<file path="src/rtl/pcie_txn_pkg.sv">
// Shared PCIe transaction definitions: default sizing, the tag type and
// the state of the timeout report register.
package pcie_txn_pkg;

    localparam int DEF_TIMER_WIDTH = 44;
    localparam int DEF_TAG_COUNT   = 32;
    localparam int DEF_TAG_WIDTH   = $clog2(DEF_TAG_COUNT);

    typedef logic [DEF_TAG_WIDTH-1:0] tag_t;

    typedef enum logic {
        TO_IDLE    = 1'b0,
        TO_PENDING = 1'b1
    } to_state_e;

endpackage

</file>
<file path="src/rtl/cpl_tag_table.sv">
// Per-tag valid bit and issue stamp, with separate write ports for request
// allocation, completion clear and scan clear, and one scan read port.
module cpl_tag_table
    import pcie_txn_pkg::*;
#(
    parameter int TIMER_WIDTH = DEF_TIMER_WIDTH,
    parameter int TAG_COUNT   = DEF_TAG_COUNT
) (
    input  logic                         clk,
    input  logic                         rst,
    input  logic                         allocEn_i,
    input  logic [$clog2(TAG_COUNT)-1:0] allocTag_i,
    input  logic [TIMER_WIDTH-1:0]       allocStamp_i,
    input  logic                         cplClrEn_i,
    input  logic [$clog2(TAG_COUNT)-1:0] cplClrTag_i,
    input  logic                         scanClrEn_i,
    input  logic [$clog2(TAG_COUNT)-1:0] scanTag_i,
    output logic [TAG_COUNT-1:0]         valid_o,
    output logic [TIMER_WIDTH-1:0]       scanStamp_o
);

    logic [TAG_COUNT-1:0]   valid_q;
    logic [TAG_COUNT-1:0]   valid_d;
    logic [TIMER_WIDTH-1:0] stamp_q [TAG_COUNT];

    // Allocation is applied last so a same-cycle completion+request leaves the tag valid.
    always_comb begin
        valid_d = valid_q;
        if (cplClrEn_i) begin
            valid_d[cplClrTag_i] = 1'b0;
        end
        if (scanClrEn_i) begin
            valid_d[scanTag_i] = 1'b0;
        end
        if (allocEn_i) begin
            valid_d[allocTag_i] = 1'b1;
        end
    end

    always_ff @(posedge clk) begin
        if (rst) begin
            valid_q <= '0;
        end else begin
            valid_q <= valid_d;
        end
    end

    // Stamps carry no reset; they are only looked at while the tag is valid.
    always_ff @(posedge clk) begin
        if (allocEn_i) begin
            stamp_q[allocTag_i] <= allocStamp_i;
        end
    end

    assign valid_o     = valid_q;
    assign scanStamp_o = stamp_q[scanTag_i];

endmodule

</file>
<file path="src/rtl/cpl_timeout_tracker.sv">
// Tracks outstanding non-posted tags, flags protocol errors and reports
// tags whose completion has not arrived within TIMEOUT timer ticks.
module cpl_timeout_tracker
    import pcie_txn_pkg::*;
#(
    parameter int                     TIMER_WIDTH = DEF_TIMER_WIDTH,
    parameter int                     TAG_COUNT   = DEF_TAG_COUNT,
    parameter logic [TIMER_WIDTH-1:0] TIMEOUT     = TIMER_WIDTH'(1000)
) (
    input  logic                         clk,
    input  logic                         rst,
    input  logic [TIMER_WIDTH-1:0]       timer,
    input  logic                         req_valid,
    input  logic [$clog2(TAG_COUNT)-1:0] req_tag,
    input  logic                         cpl_valid,
    input  logic [$clog2(TAG_COUNT)-1:0] cpl_tag,
    input  logic                         cpl_last,
    output logic                         timeout_valid,
    output logic [$clog2(TAG_COUNT)-1:0] timeout_tag,
    input  logic                         timeout_ready,
    output logic [$clog2(TAG_COUNT):0]   outstanding,
    output logic                         err_tag_reuse,
    output logic                         err_unexp_cpl
);

    localparam int TAG_W = $clog2(TAG_COUNT);
    localparam int CNT_W = TAG_W + 1;

    logic [TAG_COUNT-1:0]   tagValid;
    logic [TIMER_WIDTH-1:0] scanStamp;
    logic [TIMER_WIDTH-1:0] elapsed;
    logic                   cplClear, reqRefresh, alloc, stall, scanBusy, expire;

    to_state_e              toState_q, toState_d;
    logic [TAG_W-1:0]       timeoutTag_q, timeoutTag_d;
    logic [TAG_W-1:0]       scanPtr_q, scanPtr_d;
    logic [CNT_W-1:0]       outstanding_q, outstanding_d;
    logic                   errReuse_q, errReuse_d;
    logic                   errUnexp_q, errUnexp_d;

    cpl_tag_table #(
        .TIMER_WIDTH (TIMER_WIDTH),
        .TAG_COUNT   (TAG_COUNT)
    ) u_table (
        .clk          (clk),
        .rst          (rst),
        .allocEn_i    (alloc),
        .allocTag_i   (req_tag),
        .allocStamp_i (timer),
        .cplClrEn_i   (cplClear),
        .cplClrTag_i  (cpl_tag),
        .scanClrEn_i  (expire),
        .scanTag_i    (scanPtr_q),
        .valid_o      (tagValid),
        .scanStamp_o  (scanStamp)
    );

    // A last completion to the same tag frees it just in time for the new request.
    always_comb begin
        cplClear   = cpl_valid && cpl_last && tagValid[cpl_tag];
        reqRefresh = cplClear && (req_tag == cpl_tag);
        alloc      = req_valid && (!tagValid[req_tag] || reqRefresh);
        errReuse_d = req_valid && tagValid[req_tag] && !reqRefresh;
        errUnexp_d = cpl_valid && !tagValid[cpl_tag];
    end

    // A pending unaccepted report freezes the scan; tags touched this cycle are not judged.
    always_comb begin
        stall    = (toState_q == TO_PENDING) && !timeout_ready;
        scanBusy = (req_valid && (req_tag == scanPtr_q)) ||
                   (cpl_valid && (cpl_tag == scanPtr_q));
        elapsed  = timer - scanStamp;
        expire   = !stall && !scanBusy && tagValid[scanPtr_q] && (elapsed >= TIMEOUT);
    end

    always_comb begin
        toState_d     = toState_q;
        timeoutTag_d  = timeoutTag_q;
        scanPtr_d     = scanPtr_q;
        outstanding_d = outstanding_q + CNT_W'(alloc) - CNT_W'(cplClear) - CNT_W'(expire);
        if ((toState_q == TO_PENDING) && timeout_ready) begin
            toState_d = TO_IDLE;
        end
        if (expire) begin
            toState_d    = TO_PENDING;
            timeoutTag_d = scanPtr_q;
        end
        if (!stall) begin
            scanPtr_d = scanPtr_q + TAG_W'(1);
        end
    end

    always_ff @(posedge clk) begin
        if (rst) begin
            toState_q     <= TO_IDLE;
            timeoutTag_q  <= '0;
            scanPtr_q     <= '0;
            outstanding_q <= '0;
            errReuse_q    <= 1'b0;
            errUnexp_q    <= 1'b0;
        end else begin
            toState_q     <= toState_d;
            timeoutTag_q  <= timeoutTag_d;
            scanPtr_q     <= scanPtr_d;
            outstanding_q <= outstanding_d;
            errReuse_q    <= errReuse_d;
            errUnexp_q    <= errUnexp_d;
        end
    end

    assign timeout_valid = (toState_q == TO_PENDING);
    assign timeout_tag   = timeoutTag_q;
    assign outstanding   = outstanding_q;
    assign err_tag_reuse = errReuse_q;
    assign err_unexp_cpl = errUnexp_q;

endmodule

</file>
<file path="config.mk">
export PLATFORM = sky130hd
export DESIGN_NAME = cpl_timeout_tracker
export DESIGN_NICKNAME = d
export VERILOG_FILES = /design/src/rtl/pcie_txn_pkg.sv /design/src/rtl/cpl_tag_table.sv /design/src/rtl/cpl_timeout_tracker.sv
export SDC_FILE = /design/constraint.sdc
export NUM_CORES = 1
export LEC_CHECK = 0
export BUFFER_PORTS_ARGS = -buffer_cell sky130_fd_sc_hd__buf_4
export CORE_MARGIN = 4
export CORE_UTILIZATION = 30
export DETAILED_ROUTE_END_ITERATION = 8
export MAX_ROUTING_LAYER = met4
export SLEW_MARGIN = 20
export SYNTH_ARGS = -nofsm -noshare
export SYNTH_HDL_FRONTEND = slang
export SYNTH_SLANG_ARGS = --single-unit
</file>
<file path="constraint.sdc">
create_clock -name clk -period 9.55 [get_ports clk]
set_clock_uncertainty 0.1 [all_clocks]
set_input_delay 0.4775 -clock clk [delete_from_list [all_inputs] [get_ports clk]]
set_output_delay 0.4775 -clock clk [all_outputs]
set_load 0.01 [all_outputs]
</file>
== Word level (Yosys, flattened, before mapping) ==
Memory sizes are Yosys's and may differ from the RTL's. A register that Yosys moved wholly into a read port is not among the register bits.
Index checks and enable logic that the tools add are counted.
Operators by class
  add/subtract/negate cells: 5
  multipliers: 0
  div/mod/pow operators: 0
  $lt $le $gt $ge: 7
  eq/ne operators: 3
  shift operators: 0
  mux-type cells: 21
  bitwise logic cells: 5
  reduce and logical (&&, ||, !) cells: 26
Operators with widths (number)
  $mux 32: 3
  $and 32x32->32: 2
  $not 32->32: 2
  $ge 44x10->1 const B: 1
  $sub 44x44->44: 1
  $or 32x32->32: 1
  $lt 5x6->1 const B: 3
  $logic_and 1x1->1: 17
  $bmux 1 s5: 3
  $demux 1 s5: 3
  $eq 5x5->1: 3
  $ge 5x1->1 const B: 3
  $sub 6x1->6: 2
  $mux 1: 10
  $mux 5: 2
  $add 6x1->6: 1
  $logic_not 1->1: 6
  $add 5x1->5 const B: 1
  $logic_or 1x1->1: 2
  $reduce_bool 2->1: 1
Storage, ports and cells
  bits in registers: 51
  latch bits: 0
  memory bits (writable): 1408
  ROM bits: 0
  input port bits: 60
  output and inout port bits: 14
  word-level logic and storage cells: 75
  memories: 1
Memory list
  u_table.stamp_q: depth 32, width 44, read ports 1, clocked after Yosys merged registers in 1, write ports 1, RTL line cpl_tag_table.sv:24  | logic [TIMER_WIDTH-1:0] stamp_q [TAG_COUNT];

== Logic depth before layout (Yosys ltp) ==
  depth in word-level cells: 11
  mapped depth: 33
  mapped depth without buffers: 27

== Cells and area by module ==
A second synthesis with hierarchy kept.
Unflattened totals
  cells, all modules: 3645
  area total of the unflattened synthesis: 60013.8 sq um
By module, submodules not included
  cpl_tag_table: times used 1, cells each 2981, area an instance 54945.2 sq um, sequential area each 42921.2 sq um
  cpl_timeout_tracker: times used 1, cells each 664, area an instance 5068.6 sq um, sequential area each 380.4 sq um

== Worst setup path after synthesis ==
Ideal clock, no wire load.
  path type: register to register
  start: register with a tool-made name
  end: register outstanding_q[5], in the netlist outstanding[5]
  library setup time: 0.128 ns
  arrival: 7.651 ns
  required time: 9.322 ns
  path slack: 1.672 ns
  cell stages (with the launch flop): 31
  path buffers: 6
  clock period less this slack: 7.878 ns
  cell sequence: dfxtp_1 clkbuf_1 clkbuf_1 clkbuf_1 buf_1 mux4_2 mux4_2 mux2i_1 ha_1 buf_2 a21o_1 o21bai_4 a221oi_2 o22ai_1 or4_1 a2111oi_0 or4b_1 nor4_1 nand4_1 buf_2 o21ai_1 fa_1 ha_1 ha_1 inv_1 fa_1 inv_1 a21o_1 a21oi_1 xnor2_1 nor2_1
RTL lines
  to (signal assigned): RTL line cpl_timeout_tracker.sv:105  | outstanding_q <= outstanding_d;
  to (decl): RTL line cpl_timeout_tracker.sv:37  | logic [CNT_W-1:0] outstanding_q, outstanding_d;

==> results.ini <==
[outcome]
status=finished clean

[placed_design]
io_buffers=73
dpl_worst_slack_ns=1.192
dp_hpwl_um=90310
placed_area_mm2=0.06496
place_congestion=0.9730
dp_cells=5639

[layout]
final_cell_mix=1,408 x edfxtp_1, 463 x mux4_2, 162 x buf_4
fin_cells=5967
final_net_count=3301
final_common_cell=edfxtp_1
area_growth_pct=16.16
drive_gt1_frac=0.2739
fin_area_mm2=0.07023

[sta]
max_freq_mhz=119.0
tightestPinTransition_ns=1.196
setup-violations-final=0
slew_viol_final=0
rsz0062_at_grt=false
min_period_over_period=0.8801
slew_headroom=0.2028
hold_viol=0
fin_crit_ns=8.405
finalWorstSetupSlack_ns=1.145
tns_ns=0

[yosys]
yosysWarnings=0
syn-cell-area_mm2=0.06046
syn-num-nets=3098
synth_top_family_by_area=multiplexers
synthAdderAreaFrac=0.01196
ys_ff_latch=1464
syn-mean-instance-area_um2=20.27
synthMuxAreaShare=0.1806
yosys.area_share.simple=0.03017
synth_compound_area_frac=0.03967
synthXorXnorAreaFrac=0.005360
synthArstFlopShare=0
yosysTopAreaCellShare=0.6993
yosysTopAreaCell=edfxtp_1
ys_seq_area_frac=0.7179
synth_top_flop_cell=edfxtp_1
synth_edf_count=1408
yosys-top-cells-area=edfxtp_1 70%, mux4_2 17%, dfxtp_1 1.9%
synth_cells=2982
ys_types=71

[clock_network]
cts_made_buffers=153
cts_root_buffer=clkbuf_16
post_cts_resized=0
clkSinkCount=1464
clock_path_buffers=3
path_clk_slew_ns=0.07
cts_htree_levels=4
clock_latency_ns=0.78
cts_tree=done

[worst_setup_path]
cp.required_ns=10.09
r2r_cells=26
cp-end-kind=register
r2r_end=outstanding[5]
critical_path.max_fanout=61
crit_type=reg -> reg
critPathArrivalTime_ns=8.95
r2r_slack_ns=1.15
startpoint_type=register

[floorplan]
coreArea_mm2=0.2001
fp-row-count=164
die_y_um=456.9
die_area_mm2=0.2088
ios=74
floorplan.initialDensity=0.3022
fp.dieW_um=456.9

[hold_path]
hold_end=err_unexp_cpl
hp-start=cpl_tag[4]
hold_depth=4
min_path_type=in -> reg

[flow_run]
maxCapViolCount=0

[detailed_routing]
routedWlPerCell_um=27.07
viasPerCell=5.294
firstDrtPassIters=6
drc_errors=0
detail-route-antenna-nets=0
drt_iter0_markers=3589
vias=31587
wirelength_um=161500

[power_and_ir_drop]
power_uw=14270
power.ir.vdd_worst_v=0.0001339
power_leakage_uw=0.02141
p_per_area_mw_per_mm2=203.2

[global_route]
grt_overflow=0
grt_first_pass_wirelength_um=232800
first_global_vias=31328
grt_max_degree=82
antenna_found_initial=7
grtUsageTotal=0.1567

## worst max-delay path: stages (launching register included)
cell,delay (ns)
dfxtp_4,0.65
buf_12,0.46
mux4_2,0.58
mux4_2,0.53
mux2i_1,0.39
ha_1,0.43
a21oi_1,0.21
o21ai_0,0.18
a221oi_2,0.22
o22ai_1,0.11
or4_1,0.52
a2111oi_0,0.35
or4b_1,0.48
nor4_1,0.33
nand4_1,0.19
buf_4,0.33
o21ai_1,0.31
fa_1,0.47
ha_1,0.21
ha_1,0.19
inv_1,0.07
fa_1,0.20
inv_1,0.06
a21o_1,0.17
a21oi_1,0.17
xnor2_1,0.14
nor2_1,0.06
## what timing repair did
item / in CTS / in global routing
setup buffers: 0 / 0
hold buffers: 47 / 0
endpoints found under the hold margin: 1379 / 0
## worst max-delay path by stage
| stage | start | to | slack [ns] | cells past startpoint |
|---|---|---|---|---|
| after detailed placement | register | outstanding[5] | 1.19 | 27 |
| after CTS | register | outstanding[5] | 1.18 | 27 |
| after global routing | register | outstanding[5] | 0.75 | 27 |
| after floorplan | register | outstanding[5] | 1.67 | 30 |
| after global placement | register | outstanding[5] | 1.20 | 27 |
| final | register | outstanding[5] | 1.15 | 26 |
## sequential cells by signal, indices dropped and copies added, names as in the netlist, named ones only
register / count
u_table.stamp_q: 1408
u_table.valid_o: 32
outstanding: 6
scanPtr_q: 5
timeout_tag: 5
err_tag_reuse: 1
err_unexp_cpl: 1
timeout_valid: 1
## layer usage
| metal | track usage | up-vias | share of wire |
|---|---|---|---|
| met5 | - | - | 0 |
| met3 | 0.02245 | 239 | 0.060 |
| met2 | 0.2494 | 1277 | 0.49 |
| met4 | 0.03854 | 0 | 0.022 |
| met1 | 0.2132 | 16994 | 0.43 |
| li1 | - | 13077 | - |
## cell type report
class	count	area (um2)
Antenna cell	3	7.507
Clock inverter	83	785.8
Fill cell	18424	129800
Multi-Input combinational cell	1290	16450
Clock buffer	195	4008
Sequential cell	1464	43420
Timing Repair Buffer	226	2049
Tap cell	2656	3323
Inverter	50	187.7
## cells by family (layout without fill, tap and decap cells)
logic type	Yosys count	count (layout)
adder cells (fa/ha/maj)	56	56
XOR/XNOR	37	37
AND/OR/NAND/NOR	346	346
AO/OA/AOI/OAI	339	339
buffers and inverters	228	554
other	0	3
multiplexers	512	512
flip-flops	1464	1464
## report_power, final
group,internal (uW),total [uW],switching [uW]
Combinational,588,1380,792
Clock,3260,5720,2460
Sequential,7120,7170,49.3
Total,11000,14300,3300
## stage by stage
step,utilization,hold WS [ns]
after floorplan,-,0.3938
after global placement,0.3243,0.4245
after detailed placement,0.3247,0.4311
after CTS,0.3510,0.02070
after global routing,0.3510,0.06231
final,0.3510,0.08105
## Yosys cell counts (all sizes together) (12+ instances only)
library cell and instances:
o21a 12, nor3 19, mux2i 48, a21o 21, nand3 30, a21oi 69
clkbuf 139, or3 16, inv 50, mux4 463, a41oi 30, nand2 57
nand4 49, a211oi 19, o211ai 33, a22o 24, xor2 22, xnor2 15
buf 39, dfxtp 56, nor2b 16, edfxtp 1408, ha 53, nor2 87
o21ai 47, o22ai 17
Note: power is estimated with default switching activity, not from simulation.
